===== config.mk =====
export PLATFORM = sky130hd
export DESIGN_NAME = inst_buf_flat
export DESIGN_NICKNAME = d
export VERILOG_FILES = /design/src/rtl/inst_buf_if.sv /design/src/rtl/inst_buf.sv /design/src/flat_wrapper.sv
export SDC_FILE = /design/constraint.sdc
export NUM_CORES = 1
export LEC_CHECK = 0
export BUFFER_PORTS_ARGS = -buffer_cell sky130_fd_sc_hd__buf_2
export CORE_MARGIN = 1
export CORE_UTILIZATION = 59
export CTS_BUF_LIST = sky130_fd_sc_hd__clkbuf_8
export DETAILED_ROUTE_END_ITERATION = 8
export PLACE_DENSITY = 0.88
export SLEW_MARGIN = 20
export SYNTH_ARGS = -nofsm -noshare
export SYNTH_HDL_FRONTEND = slang
export SYNTH_SLANG_ARGS = --single-unit

===== constraint.sdc =====
create_clock -name clk -period 3.7 [get_ports clk]
set_input_delay 0 -clock clk [delete_from_list [all_inputs] [get_ports clk]]
set_output_delay 0 -clock clk [all_outputs]
set_load 0.1 [all_outputs]

===== src/rtl/inst_buf_if.sv =====
// Fetch-to-decode handshake bundle for inst_buf: IFU push side, IDU pop side,
// flush and occupancy. slave = buffer side, master = driver side.
interface inst_buf_if #(
  parameter int ADDR_WIDTH = 32,
  parameter int INST_WIDTH = 32,
  parameter int DEPTH      = 4
);
  logic                    ifu_valid_i;
  logic [ADDR_WIDTH-1:0]   ifu_pc_i;
  logic [INST_WIDTH-1:0]   ifu_instr_i;
  logic                    ifu_ready_o;
  logic                    idu_valid_o;
  logic [ADDR_WIDTH-1:0]   idu_pc_o;
  logic [INST_WIDTH-1:0]   idu_instr_o;
  logic                    idu_ready_i;
  logic                    flush_i;
  logic [$clog2(DEPTH):0]  count_o;

  modport slave (
    input  ifu_valid_i, ifu_pc_i, ifu_instr_i, idu_ready_i, flush_i,
    output ifu_ready_o, idu_valid_o, idu_pc_o, idu_instr_o, count_o
  );

  modport master (
    output ifu_valid_i, ifu_pc_i, ifu_instr_i, idu_ready_i, flush_i,
    input  ifu_ready_o, idu_valid_o, idu_pc_o, idu_instr_o, count_o
  );
endinterface


===== src/rtl/inst_buf.sv =====
// Instruction buffer: circular FIFO of {pc, instr} between fetch and decode.
// Optional macro INST_BUF_BYPASS_EN forwards the fetch pair straight to decode when empty.
module inst_buf #(
  parameter int ADDR_WIDTH = 32,
  parameter int INST_WIDTH = 32,
  parameter int DEPTH      = 4
) (
  input  logic      clk,
  input  logic      rst_n,
  inst_buf_if.slave bus
);
  localparam int PW = $clog2(DEPTH);
  localparam int CW = PW + 1;
  localparam logic [CW-1:0] FULL_CNT = CW'(DEPTH);

  typedef struct packed {
    logic [ADDR_WIDTH-1:0] pc;
    logic [INST_WIDTH-1:0] instr;
  } entry_t;

  entry_t        mem [DEPTH];
  entry_t        in_ent, head;
  logic [PW-1:0] rd_ptr, wr_ptr;
  logic [CW-1:0] count;
  logic          empty, full, push, pop, wr_en, rd_en, out_vld;

  assign empty  = (count == '0);
  assign full   = (count == FULL_CNT);
  assign in_ent = {bus.ifu_pc_i, bus.ifu_instr_i};

`ifdef INST_BUF_BYPASS_EN
  // Bypass is masked in reset so the outputs stay quiet while rst_n is low.
  logic byp;
  assign byp     = empty & rst_n;
  assign out_vld = !bus.flush_i & (byp ? bus.ifu_valid_i : !empty);
  assign head    = byp ? in_ent : mem[rd_ptr];
  assign wr_en   = push & !(byp & bus.idu_ready_i);
  assign rd_en   = pop & !empty;
`else
  assign out_vld = !bus.flush_i & !empty;
  assign head    = mem[rd_ptr];
  assign wr_en   = push;
  assign rd_en   = pop;
`endif

  assign push = bus.ifu_valid_i & !full & !bus.flush_i;
  assign pop  = out_vld & bus.idu_ready_i;

  assign bus.ifu_ready_o = !full;
  assign bus.idu_valid_o = out_vld;
  assign bus.idu_pc_o    = out_vld ? head.pc    : '0;
  assign bus.idu_instr_o = out_vld ? head.instr : '0;
  assign bus.count_o     = count;

  always_ff @(posedge clk or negedge rst_n) begin
    if (!rst_n) begin
      rd_ptr <= '0;
      wr_ptr <= '0;
      count  <= '0;
    end else if (bus.flush_i) begin
      rd_ptr <= '0;
      wr_ptr <= '0;
      count  <= '0;
    end else begin
      if (wr_en) wr_ptr <= wr_ptr + 1'b1;
      if (rd_en) rd_ptr <= rd_ptr + 1'b1;
      case ({wr_en, rd_en})
        2'b10:   count <= count + 1'b1;
        2'b01:   count <= count - 1'b1;
        default: count <= count;
      endcase
    end
  end

  // Storage is never observed before it is written, so it carries no reset.
  always_ff @(posedge clk) begin
    if (wr_en) mem[wr_ptr] <= in_ent;
  end
endmodule


===== src/flat_wrapper.sv =====
// flat-port wrapper written by rule: the top's interface ports become plain ports
module inst_buf_flat 
#(
  parameter int ADDR_WIDTH = 32,
  parameter int INST_WIDTH = 32,
  parameter int DEPTH      = 4
)
  (clk, rst_n, bus_ifu_valid_i, bus_ifu_pc_i, bus_ifu_instr_i, bus_idu_ready_i, bus_flush_i, bus_ifu_ready_o, bus_idu_valid_o, bus_idu_pc_o, bus_idu_instr_o, bus_count_o);
  inst_buf_if #(.ADDR_WIDTH(ADDR_WIDTH), .INST_WIDTH(INST_WIDTH), .DEPTH(DEPTH)) bus_i ();
  input  logic clk;
  input  logic rst_n;
  input wire logic [$bits(bus_i.ifu_valid_i)-1:0] bus_ifu_valid_i;
  input wire logic [$bits(bus_i.ifu_pc_i)-1:0] bus_ifu_pc_i;
  input wire logic [$bits(bus_i.ifu_instr_i)-1:0] bus_ifu_instr_i;
  input wire logic [$bits(bus_i.idu_ready_i)-1:0] bus_idu_ready_i;
  input wire logic [$bits(bus_i.flush_i)-1:0] bus_flush_i;
  output wire logic [$bits(bus_i.ifu_ready_o)-1:0] bus_ifu_ready_o;
  output wire logic [$bits(bus_i.idu_valid_o)-1:0] bus_idu_valid_o;
  output wire logic [$bits(bus_i.idu_pc_o)-1:0] bus_idu_pc_o;
  output wire logic [$bits(bus_i.idu_instr_o)-1:0] bus_idu_instr_o;
  output wire logic [$bits(bus_i.count_o)-1:0] bus_count_o;
  assign bus_i.ifu_valid_i = bus_ifu_valid_i;
  assign bus_i.ifu_pc_i = bus_ifu_pc_i;
  assign bus_i.ifu_instr_i = bus_ifu_instr_i;
  assign bus_i.idu_ready_i = bus_idu_ready_i;
  assign bus_i.flush_i = bus_flush_i;
  assign bus_ifu_ready_o = bus_i.ifu_ready_o;
  assign bus_idu_valid_o = bus_i.idu_valid_o;
  assign bus_idu_pc_o = bus_i.idu_pc_o;
  assign bus_idu_instr_o = bus_i.idu_instr_o;
  assign bus_count_o = bus_i.count_o;
  inst_buf #(.ADDR_WIDTH(ADDR_WIDTH), .INST_WIDTH(INST_WIDTH), .DEPTH(DEPTH)) u_core (.clk(clk), .rst_n(rst_n), .bus(bus_i));
endmodule

==> results.py <==
metrics = {
    "status": {
        "outcome": "completed",
    },
    "critical_path": {
        "slowest_delay_ps": 740,
        "crit_required_ps": 3700,
        "worstSetupStartpointType": "register",
        "crit_chain": "buf_12 > mux4_2 > and2_1 > buf_2",
        "end_kind": "output pin",
        "crit_type": "register to output pin",
        "crit_fanout": 44,
        "cpMaxStageDelayCell": "dfrtp_4",
        "arrival_ps": 2730,
    },
    "final_layout": {
        "area_delta_synth_final_pct": 22.4,
        "nNetsFinal": 772,
        "n_antenna_cell": 0,
        "drive_above_1_share": 0.360,
        "final_core_util": 0.746,
        "fillCellCount": 979,
    },
    "worst_hold_path": {
        "hold_path.class": "primary input to register",
    },
    "placement": {
        "dp_hpwl_um": 10800,
        "numPortBuffers": 137,
        "place_congestion": 0.774,
    },
    "yosys": {
        "avgSynthCellArea_sq_um": 21.6,
        "synth_most_common_cell": "edfxtp_1",
        "synth_edf_count": 256,
        "synth_top_area_frac": 0.753,
        "async_flop_share": 0.0266,
        "yosysTopAreaCell": "edfxtp_1",
        "yosysSeqAreaShare": 0.770,
        "yosysWarningCount": 0,
        "syn_nets": 546,
        "synthDistinctLibCells": 30,
        "ys_seq_elements": 263,
        "yosys-top-cells-area": "edfxtp_1 75%, mux4_2 14%, and2_1 4.2%, dfrtp_1 1.7%, buf_6 0.55%",
        "synthTopCellsByCount": "256 x edfxtp_1, 68 x and2_1, 64 x mux4_2",
        "synth_cells": 472,
        "synth-main-ff-cell": "edfxtp_1",
        "netlist_area_sq_um": 10200,
    },
    "sta": {
        "finClkSkew_ps": 22.4,
        "setup_viol": 0,
        "fmax_mhz": 366,
        "period_share": 0.739,
        "grt_setup_unrepaired": "no",
        "period_needed_ps": 2730,
        "slew_headroom": 0.341,
        "hold_ws_ps": 216,
        "worstMarginPinSlew_ps": 988,
        "finalSetupTns_ps": 0,
        "hold_viol": 0,
        "maxSlewViolCount": 0,
    },
    "grt": {
        "grt.total_usage": 0.229,
        "busiest_layer": "met2",
        "first_global_vias": 5691,
        "grt_max_degree": 66,
        "use_met3": 0.0613,
        "antenna_found_initial": 0,
        "grt_use_met2": 0.389,
        "grt_overflow_total": 0,
        "grt_pass1_wl_um": 30300,
        "use_met1": 0.289,
    },
    "die": {
        "initial_core_util": 0.609,
        "die_area_sq_um": 17800,
        "ioPinCount": 138,
        "coreArea_sq_um": 16800,
        "die_w_um": 134,
        "fp-row-count": 47,
        "die_h_um": 134,
    },
    "power": {
        "max-vdd-ir-drop_v": 0.000472,
        "p_leak_uw": 0.00444,
        "p_per_area_nw_per_um2": 550,
    },
    "flow_run": {
        "maxCapViolations": 0,
    },
    "cts": {
        "clk_pin_slew_worst_paths_ps": 60,
        "h-tree-depth": 2,
        "worstSkewPairLatency_ps": 530,
        "postCtsHoldBufs": 70,
        "cts_resized": 0,
        "numCtsBuffers": 40,
        "cts_tree": "done",
        "cts_max_path_buffers": 3,
        "cts_num_sinks": 263,
        "postCtsSetupBuffers": 0,
        "root_buffer": "clkbuf_8",
    },
    "route": {
        "vias": 5346,
        "drt_drc_violations_left": 0,
        "wire_per_inst_um": 20.3,
        "dr.pass1.iters": 4,
        "avgViaCountPerCell": 5.65,
        "drt_iter0_drc": 347,
        "drt-total-wl_um": 19200,
        "ant_nets": 0,
    },
}
[flip-flops by register name (all words and copies together), names as in the netlist]
signal,count
u_core.rd_ptr,2
u_core.bus.count_o,3
u_core.mem,256
u_core.wr_ptr,2
[path summary, 6_finish.rpt]
check	slack, ps	from	to	cells after the start
max	970	u_core.rd_ptr[0]	bus_idu_pc_o[19]	4
max in group asynchronous	2920	rst_n	u_core.rd_ptr[1]	3
min	220	bus_ifu_instr_i[9]	u_core.mem[1][9]	2
min in group asynchronous	470	rst_n	u_core.wr_ptr[0]	3
min reg2reg	600	u_core.wr_ptr[1]	u_core.wr_ptr[1]	2
max reg2reg	1100	u_core.bus.count_o[0]	u_core.mem[0][27]	3
[kinds of logic (layout without fill, tap and decap cells)]
logic type	count (synthesis)	in the layout	share of synthesized area
flip-flops	263	263	0.770
AND/OR/NAND/NOR	94	94	0.0548
multiplexers	64	64	0.141
buffers and inverters	29	284	0.0157
AO/OA/AOI/OAI	12	12	0.00735
adder cells (fa/ha/maj)	5	5	0.00686
XOR/XNOR	5	5	0.00429
[cell type report]
| type | instances | area (sq um) | area share |
|---|---|---|---|
| Clock buffer | 41 | 564 | 0.0451 |
| Multi-Input combinational cell | 180 | 2210 | 0.177 |
| Sequential cell | 263 | 7870 | 0.630 |
| Timing Repair Buffer | 209 | 1410 | 0.113 |
| Tap cell | 220 | 275 | 0.0220 |
| Inverter | 4 | 15.0 | 0.00120 |
| Clock inverter | 30 | 155 | 0.0124 |
[critical path, delay by kind of cell, from the launching register on]
family / cells / cell delay [ps]
buffers and inverters: 2 / 680
DFF: 1 / 740
muxes: 1 / 560
and+or+nand+nor: 1 / 200
[per-stage QoR]
step                setup WS (ps)  power, uW  std cells  instance area, sq um
floorplan                    47.7       4510        472                 10200
global placement             1370       4710        806                 11100
detailed placement           1150       4750        806                 11100
CTS                           847       6940        947                 12500
global route                  752       7130        947                 12500
finish                        967       6870        947                 12500
[placed cells by master, fill, tap and decap left out, types with 4 or more instances in the layout]
master,instances
edfxtp_1,256
buf_2,137
dlygate4sd3_1,70
mux4_2,64
and2_1,64
clkbuf_8,41
inv_1,16
clkinv_1,8
nor2_1,7
clkinv_2,7
a21oi_1,5
dfrtp_1,5
and2_4,4
nand2_1,4
ha_1,4
[layer usage]
| metal | up-vias | wire length, um |
|---|---|---|
| li1 | 2358 | - |
| met1 | 2731 | 7420 |
| met2 | 220 | 9920 |
| met3 | 37 | 1530 |
| met4 | 0 | 378 |
| met5 | - | 0 |
[where the power goes]
group	internal (uW)	switching (uW)
clock network	1100	1030
logic	386	892
registers	3390	75.3
Note: power is estimated with default switching activity, not from simulation.
